==> src/rtl/fibbi_scan_ctrl.sv <==
// rtl/fibbi_scan_ctrl.sv - steps an external 4-bit detector over a value range and collects its F results
module fibbi_scan_ctrl #(
    parameter int STEP_DIV = 1,
    parameter int DIV_W    = 27
) (
    input  logic        clk,
    input  logic        reset,
    input  logic        start,
    input  logic [3:0]  lo,
    input  logic [3:0]  hi,
    output logic [3:0]  det_in,
    input  logic        det_f,
    output logic        busy,
    output logic        done,
    output logic [4:0]  hit_count,
    output logic [3:0]  first_hit,
    output logic        first_valid,
    output logic [15:0] hit_mask
);

    localparam logic [DIV_W-1:0] LP_PACE_LAST = DIV_W'(STEP_DIV - 1);
    localparam logic [DIV_W-1:0] LP_PACE_ONE  = DIV_W'(1);

    typedef enum logic [1:0] {
        S_IDLE = 2'd0,
        S_SCAN = 2'd1,
        S_DONE = 2'd2
    } state_t;

    state_t            r_state;
    state_t            w_state_nxt;
    logic [3:0]        r_hi;
    logic [3:0]        r_det_in;
    logic [DIV_W-1:0]  r_pace;
    logic [4:0]        r_hit_count;
    logic [3:0]        r_first_hit;
    logic              r_first_valid;
    logic [15:0]       r_hit_mask;
    logic              w_pace_last;
    logic              w_at_end;

    // A sample happens on the last cycle of each value's dwell period.
    assign w_pace_last = (r_pace == LP_PACE_LAST);
    assign w_at_end    = (r_det_in == r_hi);

    always_ff @(posedge clk) begin
        if (reset) begin
            r_state <= S_IDLE;
        end else begin
            r_state <= w_state_nxt;
        end
    end

    always_comb begin
        w_state_nxt = r_state;
        case (r_state)
            S_IDLE: begin
                if (start) begin
                    w_state_nxt = S_SCAN;
                end
            end
            S_SCAN: begin
                if (w_pace_last && w_at_end) begin
                    w_state_nxt = S_DONE;
                end
            end
            S_DONE: begin
                w_state_nxt = S_IDLE;
            end
            default: begin
                w_state_nxt = S_IDLE;
            end
        endcase
    end

    always_comb begin
        busy = (r_state == S_SCAN);
        done = (r_state == S_DONE);
    end

    always_ff @(posedge clk) begin
        if (reset) begin
            r_hi          <= 4'd0;
            r_det_in      <= 4'd0;
            r_pace        <= '0;
            r_hit_count   <= 5'd0;
            r_first_hit   <= 4'd0;
            r_first_valid <= 1'b0;
            r_hit_mask    <= 16'd0;
        end else begin
            case (r_state)
                S_IDLE: begin
                    if (start) begin
                        r_hi          <= hi;
                        r_det_in      <= lo;
                        r_pace        <= '0;
                        r_hit_count   <= 5'd0;
                        r_first_hit   <= 4'd0;
                        r_first_valid <= 1'b0;
                        r_hit_mask    <= 16'd0;
                    end
                end
                S_SCAN: begin
                    if (!w_pace_last) begin
                        r_pace <= r_pace + LP_PACE_ONE;
                    end else begin
                        if (det_f) begin
                            r_hit_mask[r_det_in] <= 1'b1;
                            r_hit_count          <= r_hit_count + 5'd1;
                            if (!r_first_valid) begin
                                r_first_hit   <= r_det_in;
                                r_first_valid <= 1'b1;
                            end
                        end
                        // The last value stays on det_in after the scan ends.
                        if (!w_at_end) begin
                            r_det_in <= r_det_in + 4'd1;
                            r_pace   <= '0;
                        end
                    end
                end
                default: begin
                end
            endcase
        end
    end

    assign det_in      = r_det_in;
    assign hit_count   = r_hit_count;
    assign first_hit   = r_first_hit;
    assign first_valid = r_first_valid;
    assign hit_mask    = r_hit_mask;

endmodule

==> config.mk <==
export PLATFORM = sky130hd
export DESIGN_NAME = fibbi_scan_ctrl
export DESIGN_NICKNAME = d
export VERILOG_FILES = /design/src/rtl/fibbi_scan_ctrl.sv
export SDC_FILE = /design/constraint.sdc
export NUM_CORES = 1
export LEC_CHECK = 0
export ABC_AREA = 1
export CAP_MARGIN = 15
export CELL_PAD_IN_SITES_DETAIL_PLACEMENT = 1
export CELL_PAD_IN_SITES_GLOBAL_PLACEMENT = 1
export CORE_MARGIN = 4
export CORE_UTILIZATION = 43
export CTS_CLUSTER_SIZE = 12
export DETAILED_ROUTE_END_ITERATION = 8
export GPL_ROUTABILITY_DRIVEN = 0
export MAX_ROUTING_LAYER = met4
export PLACE_DENSITY = 0.95
export SLEW_MARGIN = 20
export SYNTH_ARGS = -nofsm -noshare
export SYNTH_HDL_FRONTEND = slang
export SYNTH_SLANG_ARGS = --single-unit
export TNS_END_PERCENT = 5
==> constraint.sdc <==
create_clock -name clk -period 3.4 [get_ports clk]
set_input_delay 0.68 -clock clk [delete_from_list [all_inputs] [get_ports clk]]
set_output_delay 0.68 -clock clk [all_outputs]
set_load 0.01 [all_outputs]
; After elaboration in Yosys (flattened, before gate mapping)
; Index checks and enable logic that the tools add are counted.
[totals]
regBits = 63
in_bits = 12
output_inout_bits = 32
word_cells = 65
[op_classes]
addsub = 3
magnitude_cmp = 2
n_eq_ne = 10
muxes = 30
bitwise = 1
reduce_logical = 11
[ops]
columns = operator, count
row1 = $mux 27, 3
row2 = $pmux 27 s2, 1
row3 = $mux 16, 3
row4 = $pmux 16 s2, 1
row5 = $mux 4, 7
row6 = $add 27x1->27 const B, 1
row7 = $logic_not 27->1, 1
row8 = $or 16x16->16, 1
row9 = $pmux 4 s2, 2
row10 = $mux 5, 3
row11 = $pmux 5 s2, 1
row12 = $ne 2x2->1 const B, 4
row13 = $reduce_and 4->1, 2
row14 = $add 5x1->5 const B, 1
row15 = $lt 4x5->1 const B, 1
row16 = $reduce_and 5->1, 1
row17 = $add 4x1->4 const B, 1
row18 = $demux 1 s4, 1
row19 = $eq 4x4->1, 1
row20 = $ge 4x1->1 const B, 1
row21 = $mux 1, 4
row22 = $mux 2, 2
row23 = $ne 2x1->1 const B, 2
row24 = $pmux 2 s2, 1
row25 = other kinds (9), 11

; Depth between registers and ports, before layout
[depth]
depth_word = 8
ltp_mapped = 12
mapped_depth_nobuf = 12

; Least setup slack after synthesis
; OpenSTA, ideal clock, no wires.
[synth_timing]
path_kind = reg-to-output
startpoint = reg r_state[0]
endpoint = out busy
t_arrival_ns = 1.021
required_time_ns = 2.720
slack_ns = 1.699
stages_incl_launch_ff = 5
path_buffers = 2
cell_sequence = dfxtp_1 inv_1 nor2_2 buf_2 buf_1
[synth_via]
elab_chain_len = 1
[synth_lines]
columns = item, line
row1 = from (decl), 30  ; state_t r_state;
row2 = from (signal assigned), 50  ; r_state <= w_state_nxt;
row3 = $eq 2x1->1, 77  ; busy = (r_state == S_SCAN);
row4 = to (decl), 13  ; output logic busy,
; No other way between the ends.

; Worst setup path in the final report
[layout_timing]
startpoint = reg r_pace[0]
endpoint = reg r_first_hit[2], in the netlist first_hit[2]
[layout_via]
elab_chain_len = 3
[layout_lines]
columns = item, line
row1 = from (decl), 34  ; logic [DIV_W-1:0] r_pace;
row2 = from (signal assigned), 105  ; r_pace <= r_pace + LP_PACE_ONE;
row3 = $logic_not 27->1, 43  ; assign w_pace_last = (r_pace == LP_PACE_LAST);
row4 = $ne 2x1->1 (no source line), -
row5 = $reduce_and 5->1 (no source line), -
row6 = to (signal assigned), 111  ; r_first_hit <= r_det_in;
row7 = to (decl), 36  ; logic [3:0] r_first_hit;
; No other way between the ends.
; A chain may end at the register's enable or synchronous reset.

==> Flow_metrics.wiki <==
{| class="wikitable"
! Metric !! Value
|-
| Fraction of layout instances using a drive strength above 1 || 0.112
|-
| Worst reg-to-reg path cell count || 12
|-
| Count of endpoints failing hold in the final timing report || 0
|-
| Global-route wire length before repair || 21000 microns
|-
| Worst Path Arrival || 2840 ps
|-
| Core occupancy in the finished layout || 0.528
|-
| Sort of element at the end of the critical path || flip-flop
|-
| Count of routing violations after the opening detailed-route iteration || 235
|-
| Total of warnings raised by yosys || 0
|-
| Hold/Removal Path Class || reg2reg
|-
| Hold-fix buffer count after cts || 0
|-
| Tightest Pin Transition || 771 ps
|-
| Die boundary width || 101 microns
|-
| Cell Count, Final, Fillers Out || 713
|-
| Fmax || 392 MHz
|-
| Post-route ant nets || 0
|-
| Clock-pin slew on the worst setup and hold paths || 80 ps
|-
| Cell-by-cell listing of the critical path || inv_1, ha_1, nand2_1, nor2_1, nand2_1, nor2_1, nand2_1, nand2_1, nand3_1, nand2_1, inv_1, nor2_1
|-
| Synthesis-to-layout area growth || 18.2%
|-
| Final HPWL DP || 8770 microns
|-
| Most frequent cells in the layout || sky130_fd_sc_hd__nand2_1, sky130_fd_sc_hd__nor2_1, sky130_fd_sc_hd__inv_1, sky130_fd_sc_hd__dfxtp_1, sky130_fd_sc_hd__nand3_1
|-
| Cell Int Power || 1.26 mW
|-
| Vias in the first global route || 4259
|-
| Endpoint, Worst Hold || hit_mask[3]
|-
| Pin count of the biggest net entering global routing || 34
|-
| Number of buffers added on ports || 43
|-
| Slowest CP cell || sky130_fd_sc_hd__nand2_1
|-
| # Max-Cap Violations || 0
|-
| Data required time of the worst path || 3690 ps
|-
| Clock latency at the later pin of the worst-skew pair || 350 ps
|-
| Kind of start point of the critical path || flip-flop
|-
| Core area || 0.00830 sq mm
|-
| Critical path startpoint || r_pace[0]
|-
| Share of the yosys chip area belonging to registers || 0.340
|-
| Max clock buf depth || 2
|-
| Instance area at placement || 0.00419 sq mm
|-
| Average vias per placed instance || 5.58
|-
| Cell count after placement || 697
|-
| Run status || complete, no violations
|-
| Clock tree from TritonCTS || built
|-
| Slowest stage delay, CP || 580 ps
|-
| Hold path startpoint || hit_mask[3]
|-
| Switching share of total power || 0.342
|-
| Min Hold Slack || 459 ps
|-
| Overall routed net length || 12500 microns
|-
| Number of top-level design ports || 44
|-
| Number of inserted filler cells in the final layout || 1108
|-
| Overflow left after global routing || 0
|-
| Internal reg-to-reg setup slack || 850 ps
|-
| Unrepaired setup endpoints after global routing || false
|-
| Number of distinct library cells after synthesis || 32
|-
| CTS sink cnt || 63
|-
| Total global routing track utilization || 0.266
|-
| Startpoint of the worst-slack reg-to-reg timing path || r_pace[0]
|-
| Final nets || 622
|-
| Most common library cell in the layout ignoring fill and taps || sky130_fd_sc_hd__nand2_1
|-
| Vert. Die Dim || 101 microns
|-
| FP Rows || 33
|-
| Number of diodes added for antenna fixing || 0
|-
| Routed wirelength normalized by instance count || 17.5 microns
|-
| Mapped Cells || 564
|-
| Reg-to-reg critical path endpoint || first_hit[2]
|-
| Count of final max-slew check failures || 0
|-
| Most frequent cell on the critical path || sky130_fd_sc_hd__nand2_1
|-
| Residual DRC count || 0
|-
| Avg Inst Size Synth || 6.57 sq um
|-
| Register bit total from synthesis || 63
|-
| Final standard cell area without fillers || 0.00438 sq mm
|-
| Peak VDD IR || 253 uV
|-
| Vias after detailed routing || 3980
|-
| Post-synthesis instance area || 0.00371 sq mm
|-
| Proportion of power drawn by flip-flops and latches || 0.426
|-
| Number of cells on the worst hold path || 2
|-
| Clock group share of total power || 0.349
|-
| Synth Net Count || 583
|-
| Setup-violating endpoint count in the final report || 0
|-
| Post-route clock period utilization || 0.751
|-
| Setup TNS Final || 0 ps
|-
| Worst Setup Path Type || reg2reg
|-
| TritonCTS Buffers || 9
|-
| Maximum fanout along the worst path || 23
|-
| Total setup buffers inserted after CTS || 0
|-
| Psw || 0.657 mW
|-
| Final critical path time including I/O delays and setup || 2550 ps
|-
| CTS-repair resized insts || 0
|-
| Relative contribution of combinational cells to total power || 0.224
|-
| Die Footprint || 0.0102 sq mm
|-
| Lkg Pwr || 1.67 nW
|-
| Initial antenna violation count || 0
|-
| Buffer type at the clock tree root || sky130_fd_sc_hd__clkbuf_8
|-
| Drt first pass iters || 5
|-
| PwrDens || 438 mW/mm^2
|-
| Slew HR || 0.485
|-
| H-tree levels || 3
|-
| Skew final || 13.6 ps
|-
| Starting Density || 0.447
|}
## flip-flops by register name, indices dropped and copies added (netlist names)
register,count
det_in,4
first_hit,4
first_valid,1
hit_count,5
hit_mask,16
r_hi,4
r_pace,27
r_state,2
## worst max path at each step
stage | end | slack (ps) | cells after the start
CTS | first_hit[2] | 890 | 12
global route | first_hit[3] | 550 | 12
detailed placement | hit_count[4] | 990 | 7
floorplan | busy | 1700 | 4
finish | first_hit[2] | 850 | 12
global placement | first_hit[3] | 1130 | 6
## metrics by stage
stage | total power [mW] | setup WS, ps
floorplan | 1.11 | 1700
global placement | 1.23 | 1130
detailed placement | 1.25 | 991
CTS | 1.92 | 887
global route | 2.00 | 551
finish | 1.92 | 847
## cells by family after synthesis
group / share of synthesized area
xor gates and xnor gates: 0.0189
and+or+nand+nor: 0.403
adders and majority gates: 0.0236
DFF: 0.340
buffers and inverters: 0.0965
AOI/OAI and AO/OA: 0.117
## Yosys cell counts (all sizes together)
master / count / area share
a21o: 2 / 0.0040
a21oi: 51 / 0.087
buf: 11 / 0.023
clkbuf: 8 / 0.0081
dfxtp: 63 / 0.34
ha: 7 / 0.024
inv: 65 / 0.066
nand2: 151 / 0.17
nand3: 55 / 0.076
nand3b: 1 / 0.0020
nand4: 31 / 0.052
nor2: 91 / 0.10
nor3: 1 / 0.0013
o211ai: 2 / 0.0040
o21a: 1 / 0.0020
o21ai: 15 / 0.020
or2: 1 / 0.0017
xnor2: 4 / 0.0094
xor2: 4 / 0.0094
## per-layer routing
layer / global-route usage / wire [microns] / vias up
li1: - / - / 1898
met1: 0.338 / 5550 / 1944
met2: 0.427 / 6110 / 106
met3: 0.0332 / 494 / 32
met4: 0.109 / 316 / 0
met5: - / 0 / -
## worst max-delay path, delay by kind of cell, from the launching register on
kind | cells | cell delay [ps]
fa+ha+maj | 1 | 210
buf+inv | 2 | 220
flops | 1 | 370
simple gates | 9 | 1700
## power groups by stage
| stage | Combinational [mW] | Sequential (mW) | Clock, mW |
|---|---|---|---|
| final | 0.430 | 0.818 | 0.670 |
| after global routing | 0.473 | 0.823 | 0.708 |
| after CTS | 0.428 | 0.817 | 0.678 |
| after detailed placement | 0.419 | 0.835 | 0 |
| after global placement | 0.396 | 0.831 | 0 |
| after floorplan | 0.280 | 0.830 | 0 |
## final cells by class
class                           count  area [sq um]  area share
Timing Repair Buffer               47           460       0.105
Inverter                           65           244      0.0557
Sequential cell                    63          1260       0.288
Clock buffer                        9           124      0.0283
Clock inverter                      7          73.8      0.0168
Tap cell                          105           131      0.0300
Multi-Input combinational cell    417          2090       0.476
No activity file was read; power rests on OpenSTA's default activity.
